`config.mk`:
```
export PLATFORM = sky130hd
export DESIGN_NAME = mem_stage
export DESIGN_NICKNAME = d
export VERILOG_FILES = /design/src/rtl/mem_stage.sv
export SDC_FILE = /design/constraint.sdc
export NUM_CORES = 1
export LEC_CHECK = 0
export BUFFER_PORTS_ARGS = -buffer_cell sky130_fd_sc_hd__buf_2
export CAP_MARGIN = 30
export CORE_ASPECT_RATIO = 2
export CORE_MARGIN = 1.5
export CORE_UTILIZATION = 31
export DETAILED_ROUTE_END_ITERATION = 10
export GPL_TIMING_DRIVEN = 0
export HOLD_SLACK_MARGIN = 0.03
export PLACE_DENSITY_LB_ADDON = 0.05
export SYNTH_ARGS = -nofsm -noshare
export SYNTH_HDL_FRONTEND = slang
export SYNTH_SLANG_ARGS = --single-unit
```
`constraint.sdc`:
```
create_clock -name clk -period 2.9 [get_ports clk]
set_input_delay 0.145 -clock clk [delete_from_list [all_inputs] [get_ports clk]]
set_output_delay 0.145 -clock clk [all_outputs]
set_load 0.03 [all_outputs]
```
`src/rtl/mem_stage.sv`:
```
// MEM-stage load/store unit: byte-lane alignment, load extension, owns MEM/WB register.
// Latency: ALU ops and stores accepted at once retire in one cycle; otherwise stalls until dmem accept (+ rvalid for loads).
module mem_stage #(
  parameter int XLEN = 32
) (
  input  logic            clk,
  input  logic            rst,
  input  logic            me_valid,
  input  logic            me_mem_read,
  input  logic            me_mem_write,
  input  logic [2:0]      me_func3,
  input  logic [XLEN-1:0] me_alu_result,
  input  logic [XLEN-1:0] me_rs2_data,
  input  logic [4:0]      me_rd,
  input  logic            me_regs_write,
  input  logic            forward_data,
  output logic            dmem_req,
  output logic            dmem_we,
  output logic [XLEN-1:0] dmem_addr,
  output logic [3:0]      dmem_wstrb,
  output logic [XLEN-1:0] dmem_wdata,
  input  logic            dmem_ready,
  input  logic            dmem_rvalid,
  input  logic [XLEN-1:0] dmem_rdata,
  output logic            mem_stall,
  output logic            mem_err,
  output logic            wb_valid,
  output logic            wb_regs_write,
  output logic [4:0]      wb_rd,
  output logic [XLEN-1:0] wb_write_data
);

  typedef enum logic [1:0] {S_IDLE, S_REQ, S_WAIT} state_t;

  state_t          state_q, state_d;
  logic [XLEN-1:0] req_addr_q, req_addr_d;
  logic [XLEN-1:0] req_wdata_q, req_wdata_d;
  logic [3:0]      req_wstrb_q, req_wstrb_d;
  logic            req_we_q, req_we_d;
  logic [2:0]      req_func3_q, req_func3_d;
  logic            wb_valid_q, wb_valid_d;
  logic            wb_regs_write_q, wb_regs_write_d;
  logic [4:0]      wb_rd_q, wb_rd_d;
  logic [XLEN-1:0] wb_write_data_q, wb_write_data_d;
  logic            mem_err_q, mem_err_d;

  logic            mem_op, is_store, illegal, misaligned, err, go;
  logic            retire, load_ret, dmem_req_raw;
  logic [XLEN-1:0] st_src, live_wdata, shifted, ld_data;
  logic [3:0]      live_wstrb;

  // Decode of the live EX/MEM inputs; only meaningful in IDLE.
  always_comb begin
    mem_op     = me_valid & (me_mem_read | me_mem_write);
    is_store   = me_mem_write;
    illegal    = me_func3 inside {3'b011, 3'b110, 3'b111};
    misaligned = ((me_func3[1:0] == 2'b01) & me_alu_result[0]) |
                 ((me_func3[1:0] == 2'b10) & (me_alu_result[1:0] != 2'b00));
    err        = mem_op & (illegal | misaligned);
    go         = mem_op & ~err;
    st_src     = forward_data ? wb_write_data_q : me_rs2_data;
    live_wstrb = 4'b0000;
    live_wdata = st_src;
    if (is_store) begin
      case (me_func3[1:0])
        2'b00: begin
          live_wstrb = 4'b0001 << me_alu_result[1:0];
          live_wdata = {4{st_src[7:0]}};
        end
        2'b01: begin
          live_wstrb = 4'b0011 << me_alu_result[1:0];
          live_wdata = {2{st_src[15:0]}};
        end
        default: live_wstrb = 4'b1111;
      endcase
    end
  end

  always_comb begin
    shifted = dmem_rdata >> {req_addr_q[1:0], 3'b000};
    case (req_func3_q)
      3'b000:  ld_data = {{(XLEN-8){shifted[7]}}, shifted[7:0]};
      3'b001:  ld_data = {{(XLEN-16){shifted[15]}}, shifted[15:0]};
      3'b100:  ld_data = {{(XLEN-8){1'b0}}, shifted[7:0]};
      3'b101:  ld_data = {{(XLEN-16){1'b0}}, shifted[15:0]};
      default: ld_data = shifted;
    endcase
  end

  always_ff @(posedge clk or posedge rst) begin
    if (rst) begin
      state_q <= S_IDLE;
    end else begin
      state_q <= state_d;
    end
  end

  always_comb begin
    state_d = state_q;
    case (state_q)
      S_IDLE: begin
        if (go) begin
          if (!dmem_ready)    state_d = S_REQ;
          else if (!is_store) state_d = S_WAIT;
        end
      end
      S_REQ: begin
        if (dmem_ready) state_d = req_we_q ? S_IDLE : S_WAIT;
      end
      S_WAIT: begin
        if (dmem_rvalid) state_d = S_IDLE;
      end
      default: state_d = S_IDLE;
    endcase
  end

  always_comb begin
    dmem_req_raw = 1'b0;
    dmem_we      = req_we_q;
    dmem_addr    = {req_addr_q[XLEN-1:2], 2'b00};
    dmem_wstrb   = req_wstrb_q;
    dmem_wdata   = req_wdata_q;
    retire       = 1'b0;
    load_ret     = 1'b0;
    req_addr_d   = req_addr_q;
    req_wdata_d  = req_wdata_q;
    req_wstrb_d  = req_wstrb_q;
    req_we_d     = req_we_q;
    req_func3_d  = req_func3_q;
    case (state_q)
      S_IDLE: begin
        dmem_req_raw = go;
        dmem_we      = is_store;
        dmem_addr    = {me_alu_result[XLEN-1:2], 2'b00};
        dmem_wstrb   = live_wstrb;
        dmem_wdata   = live_wdata;
        retire       = ~go | (dmem_ready & is_store);
        if (go) begin
          req_addr_d  = me_alu_result;
          req_wdata_d = live_wdata;
          req_wstrb_d = live_wstrb;
          req_we_d    = is_store;
          req_func3_d = me_func3;
        end
      end
      S_REQ: begin
        dmem_req_raw = 1'b1;
        retire       = dmem_ready & req_we_q;
      end
      S_WAIT: begin
        retire   = dmem_rvalid;
        load_ret = 1'b1;
      end
      default: ;
    endcase

    dmem_req  = dmem_req_raw & ~rst;
    mem_stall = ~retire & ~rst;

    // Bubbles clear the whole MEM/WB register, not just the valid bits.
    wb_valid_d      = retire & ((state_q != S_IDLE) | me_valid);
    wb_regs_write_d = wb_valid_d & me_regs_write & ~((state_q == S_IDLE) & err);
    wb_rd_d         = wb_valid_d ? me_rd : 5'd0;
    wb_write_data_d = wb_valid_d ? (load_ret ? ld_data : me_alu_result) : '0;
    mem_err_d       = (state_q == S_IDLE) & err;
  end

  always_ff @(posedge clk or posedge rst) begin
    if (rst) begin
      req_addr_q      <= '0;
      req_wdata_q     <= '0;
      req_wstrb_q     <= 4'b0000;
      req_we_q        <= 1'b0;
      req_func3_q     <= 3'b000;
      wb_valid_q      <= 1'b0;
      wb_regs_write_q <= 1'b0;
      wb_rd_q         <= 5'd0;
      wb_write_data_q <= '0;
      mem_err_q       <= 1'b0;
    end else begin
      req_addr_q      <= req_addr_d;
      req_wdata_q     <= req_wdata_d;
      req_wstrb_q     <= req_wstrb_d;
      req_we_q        <= req_we_d;
      req_func3_q     <= req_func3_d;
      wb_valid_q      <= wb_valid_d;
      wb_regs_write_q <= wb_regs_write_d;
      wb_rd_q         <= wb_rd_d;
      wb_write_data_q <= wb_write_data_d;
      mem_err_q       <= mem_err_d;
    end
  end

  assign wb_valid      = wb_valid_q;
  assign wb_regs_write = wb_regs_write_q;
  assign wb_rd         = wb_rd_q;
  assign wb_write_data = wb_write_data_q;
  assign mem_err       = mem_err_q;

endmodule
```
==> results.cfg, run 1 <==
[yosys]
yosysUniqueCellTypes = 40
synth_edf_count = 0
synth_warnings = 0
yosysSeqAreaShare = 0.455
synth_area_leaders = dfrtp_1 (46%), mux2_2 (13%), nand2_1 (12%)
synth-main-ff-cell = dfrtp_1
synth_area_per_cell_sq_um = 8.86
synthArstFlopShare = 1.00
synth_top_area_frac = 0.455
synth_cells = 707
ys_seq_elements = 114
yosysTopAreaCell = dfrtp_1
syn-cell-area_sq_mm = 0.00627

[cells_and_area]
final_cell_mix = buf_2 (233), nand2_1 (204), dfrtp_1 (114), o21ai_0 (90), mux2_2 (71)
layout.nets = 1099
final_common_cell = buf_2
area_growth_pct = 39.9
fin_util = 0.442
n_antenna_cell = 0
drive_gt1_frac = 0.356

[critical_path]
r2r_cells = 6
criticalPathCategory = register to primary output
reg2reg_from = state_q[1]
worstSetupStartpointType = register
critical_path.startpoint = state_q[0]
required_ps = 2760
crit_fanout = 10
cp-endpoint = dmem_wdata[3]
arrival_ps = 2590
cp-end-kind = primary output
rrSetupSlack_ps = 400
regToRegEndpoint = req_addr_q[5]

[routing]
wl_microns = 25100
post-route-drc-count = 0
routedWlPerCell_microns = 19.9
detail-route-antenna-nets = 0
vias = 6226
drt-vias-per-instance = 4.94
drt_iter0_drc = 273
drt_pre_antenna_iters = 4

[global_route]
grtUsageTotal = 0.242
grt.overflow.total = 0
grt_pass1_wl_microns = 38200
grt_pass1_vias = 6601
antenna_found_initial = 0
grt_max_degree = 35

[cts]
htreeDepth = 4
cts.clk_slew.worst_paths_ps = 50
root_buffer = clkbuf_16
numCtsBuffers = 17
clkSinkCount = 114
clock_path_buffers = 2
clk_latency_ps = 410
cts_tree = built

[die]
core_area_sq_mm = 0.0198
pin_count = 224
dieArea_sq_mm = 0.0211
die_height_microns = 204
num_rows = 73
die_w_microns = 104
start_util = 0.316

[timing]
slew_viol_final = 0
slew_headroom = 0.378
fin_skew_ps = 8.45
finalSetupViolations = 0
tightest_slew_ps = 929
finalHoldViolCount = 0
timing.final.ws_setup_ps = 162
fin_crit_sh = 0.944
final.min_clock_period_ps = 2740
setup-tns-final_ps = 0
fmax_mhz = 365
grt_setup_unrepaired = no

[run_status]
status = finished clean

[placed_design]
gp_congestion = 0.899
post-place-ws_ps = 63.6
port_buffers = 219
dp.final_hpwl_microns = 20300

[pwr]
p_per_area_mw_per_mm2 = 753
vdd_drop_max_v = 0.000409
p_leak_uw = 0.00429

[flow_run]
cap_viol_max_count = 0

[min_path]
hold_class = input port to register
area by class of cell:
| class | instances | area (sq um) |
|---|---|---|
| repair buffers | 259 | 1520 |
| inverters | 8 | 33.8 |
| fillers | 2063 | 11100 |
| clock buffers | 20 | 457 |
| flip-flops and latches | 114 | 2850 |
| well taps | 262 | 328 |
| multi-input cells | 528 | 3130 |
| clock inverters | 12 | 180 |
| plain buffers | 58 | 265 |
synth_stat cells (4+ instances only):
library cell and n:
o211ai_1 8, nor2b_1 5, buf_2 13, nor2_1 24, a22oi_1 16, mux2i_1 22, o21ai_0 90, o2bb2ai_1 7
dfrtp_1 114, a21oi_2 4, o221ai_1 8, clkbuf_1 37, a21oi_1 31, nor3_1 13, inv_1 8, mux2_2 71
buf_4 4, nand2_1 204
where the power goes:
group | internal [uW] | switching, uW
registers | 1940 | 201
clock network | 1490 | 779
logic | 756 | 1430
total | 4190 | 2410
what timing repair did:
action                     CTS  global route
setup buffers                0             0
resized for setup            1             2
setup endpoints to repair   11            10
hold endpoints to repair    59             0
pin swaps                    0             0
gates cloned                 0             0
hold buffers                36             0
cell families after synthesis:
group	synth area share
XOR/XNOR	0.00140
buffers and inverters	0.0469
AO/OA/AOI/OAI	0.159
other	0.000598
multiplexers	0.166
AND/OR/NAND/NOR	0.170
flip-flops	0.455
state kept, by name, indices dropped and copies added, names as in the netlist:
| signal | cells |
|---|---|
| mem_err | 1 |
| wb_regs_write | 1 |
| wb_write_data | 32 |
| req_wdata_q | 32 |
| req_func3_q | 3 |
| wb_rd | 5 |
| req_addr_q | 32 |
| req_we_q | 1 |
| state_q | 2 |
| wb_valid | 1 |
| req_wstrb_q | 4 |
worst min path at each step:
stage | from | to | slack (ps) | cells past startpoint
4_1_cts | me_alu_result[22] | req_addr_q[22] | 40 | 2
6_report | me_alu_result[22] | req_addr_q[22] | 40 | 2
3_5_place_dp | rst | state_q[0] | 240 | 2
2_1_floorplan | dmem_ready | state_q[0] | 220 | 1
3_3_place_gp | dmem_ready | state_q[0] | 340 | 2
5_1_grt | me_alu_result[22] | req_addr_q[22] | 40 | 2
per-layer routing:
metal  global-route usage  share of wire  vias to the layer above  wire length (microns)
met5                    0              0                        -                      0
met4                0.146          0.057                        0                   1440
met3               0.0494          0.048                       57                   1220
met2                0.450           0.53                      248                  13400
met1                0.248           0.36                     2936                   9130
li1                     -              -                     2985                      -
stage by stage:
stage	power [uW]	std cells	instance area [sq um]	hold slack [ps]
6_report	6600	1261	8760	43.7
3_3_place_gp	4310	1189	7700	343
3_5_place_dp	4330	1193	7760	239
4_1_cts	6660	1261	8760	35.6
2_1_floorplan	3580	708	6270	216
5_1_grt	6930	1261	8760	36.5
worst max-delay path, cell delays in order, from the launching register on:
cell      delay (ps)
dfrtp_1          310
buf_2            180
or2_1            250
clkbuf_2         370
buf_1            520
nand2_1          100
o21ai_0          170
buf_2            270
(Power assumes the default switching activity.)
==> run 2, diff against run 1 <==
--- a/config.mk
+++ b/config.mk
@@ -5,6 +5,7 @@
 export SDC_FILE = /design/constraint.sdc
 export NUM_CORES = 1
 export LEC_CHECK = 0
+export ABC_AREA = 1
 export BUFFER_PORTS_ARGS = -buffer_cell sky130_fd_sc_hd__buf_2
 export CAP_MARGIN = 30
 export CORE_ASPECT_RATIO = 2
==> results.cfg, run 2 <==
[run_status]
status = finished clean

[global_route]
grt_max_degree = 41
grt_pass1_wl_microns = 42600
grt.overflow.total = 0
grtUsageTotal = 0.257
grt_pass1_vias = 7515
antenna_found_initial = 0

[timing]
finalHoldViolCount = 0
finalSetupViolations = 0
slew_viol_final = 0
whs_ps = 40.8
final.min_clock_period_ps = 2690
slew_headroom = 0.577
fin_skew_ps = 6.82
tightest_slew_ps = 628
fmax_mhz = 372
fin_crit_sh = 0.927
grt_setup_unrepaired = no
setup-tns-final_ps = 0

[flow_run]
cap_viol_max_count = 0

[cts]
post_cts_buffers = 0
cts_tree = built
clk_latency_ps = 420
numCtsBuffers = 17
clock_path_buffers = 2
cts.clk_slew.worst_paths_ps = 50
clkSinkCount = 114
htreeDepth = 4
root_buffer = clkbuf_16

[yosys]
yosysUniqueCellTypes = 25
synth_cells = 966
synthTopCellsByCount = nand2_1 (325), o21ai_0 (121), dfrtp_1 (114), inv_1 (97), nor2_1 (67)
synth-main-ff-cell = dfrtp_1
synth_top_area_frac = 0.429
ys_seq_elements = 114
synth.most_common_cell = nand2_1
synth_area_leaders = dfrtp_1 (43%), nand2_1 (18%), o21ai_0 (9.1%)
synth_warnings = 0
synth_edf_count = 0
yosysSeqAreaShare = 0.429
synthArstFlopShare = 1.00
synth_area_per_cell_sq_um = 6.89
syn-cell-area_sq_mm = 0.00666
yosysTopAreaCell = dfrtp_1

[critical_path]
crit_top_cell = buf_2
criticalPathCategory = register to primary output
worstSetupStartpointType = register
arrival_ps = 2540
crit_chain = nor2_1 > inv_2 > buf_2 > clkbuf_1 > o21ai_0 > buf_2
cp_slowest_cell = dfrtp_1
cp-end-kind = primary output
required_ps = 2760
crit_fanout = 10
critPathMaxStageDelay_ps = 410

[die]
die_height_microns = 210
dieArea_sq_mm = 0.0224
core_area_sq_mm = 0.0210
die_w_microns = 107
start_util = 0.317
pin_count = 224
num_rows = 75

[cells_and_area]
layout.nets = 1353
drive_gt1_frac = 0.247
final_cell_mix = nand2_1 (325), buf_2 (242), o21ai_0 (121), dfrtp_1 (114), inv_1 (96)
n_antenna_cell = 0
area_growth_pct = 35.3
final_common_cell = nand2_1

[routing]
routedWlPerCell_microns = 18.4
wl_microns = 28000
vias = 7250
drt_pre_antenna_iters = 5
detail-route-antenna-nets = 0
drt-vias-per-instance = 4.77
post-route-drc-count = 0
drt_iter0_drc = 349

[pwr]
finalPower_uw = 11000
p_leak_uw = 0.00483
vdd_drop_max_v = 0.000529
p_per_area_mw_per_mm2 = 1220

[min_path]
hold_class = input port to register

[placed_design]
gp_congestion = 0.917
port_buffers = 220
dp.final_hpwl_microns = 22800
==> run 2: final cells by class <==
class                           instances  area (sq um)
Fill cell                            2322         12000
Buffer                                 64           339
Clock buffer                           26           509
Clock inverter                          4          25.0
Inverter                              101           383
Sequential cell                       114          2850
Multi-Input combinational cell        688          3090
Timing Repair Buffer                  254          1470
Tap cell                              269           337
==> run 2: through the flow <==
step / util / cell area (sq um) / setup slack [ps] / instances
3_3_place_gp: 0.385 / 8100 / 351 / 1456
3_5_place_dp: 0.388 / 8160 / 578 / 1459
6_report: 0.428 / 9010 / 212 / 1520
5_1_grt: 0.428 / 9010 / 38.4 / 1520
2_1_floorplan: - / 6660 / 960 / 967
4_1_cts: 0.428 / 9010 / 118 / 1520
==> run 2: cells by family after synthesis <==
kind of cell / count (synthesis) / share of synthesized area
other cells: 1 / 0.000563
simple gates: 455 / 0.277
flops: 114 / 0.429
buf+inv: 165 / 0.108
compound gates: 231 / 0.186
==> run 2: worst paths after layout <==
| kind | startpoint | endpoint | slack (ps) | depth (start not counted) |
|---|---|---|---|---|
| min in group asynchronous | rst | state_q[0] | 340 | 3 |
| hold reg to reg | req_wdata_q[31] | req_wdata_q[31] | 480 | 2 |
| setup reg to reg | state_q[0] | wb_write_data[10] | 950 | 5 |
| setup / recovery | state_q[0] | dmem_addr[3] | 210 | 6 |
| max in group asynchronous | rst | wb_rd[4] | 1730 | 5 |
| hold / removal | me_alu_result[24] | req_addr_q[24] | 40 | 3 |
==> run 2: worst max-delay path, delay by kind of cell (launching register included) <==
kind | cells | cell delay, ps
buffers and inverters | 4 | 1050
DFF | 1 | 410
AOI/OAI and AO/OA | 1 | 360
and+or+nand+nor | 1 | 280
==> run 2: timing repair <==
item,CTS,global route
hold endpoints to repair,47,0
hold buffers,31,0
resized for setup,0,0
==> run 2: layer usage <==
layer	global-route usage	vias to the layer above	share of wire
met4	0.162	0	0.062
met3	0.0390	73	0.042
met2	0.483	259	0.54
met5	0	-	0
li1	-	3629	-
met1	0.258	3289	0.35
==> run 2: report_power, final <==
part           switching (uW)  internal (uW)  total (uW)
clock                     720           1190        1910
combinational            4670           1760        6430
sequential                389           2300        2690
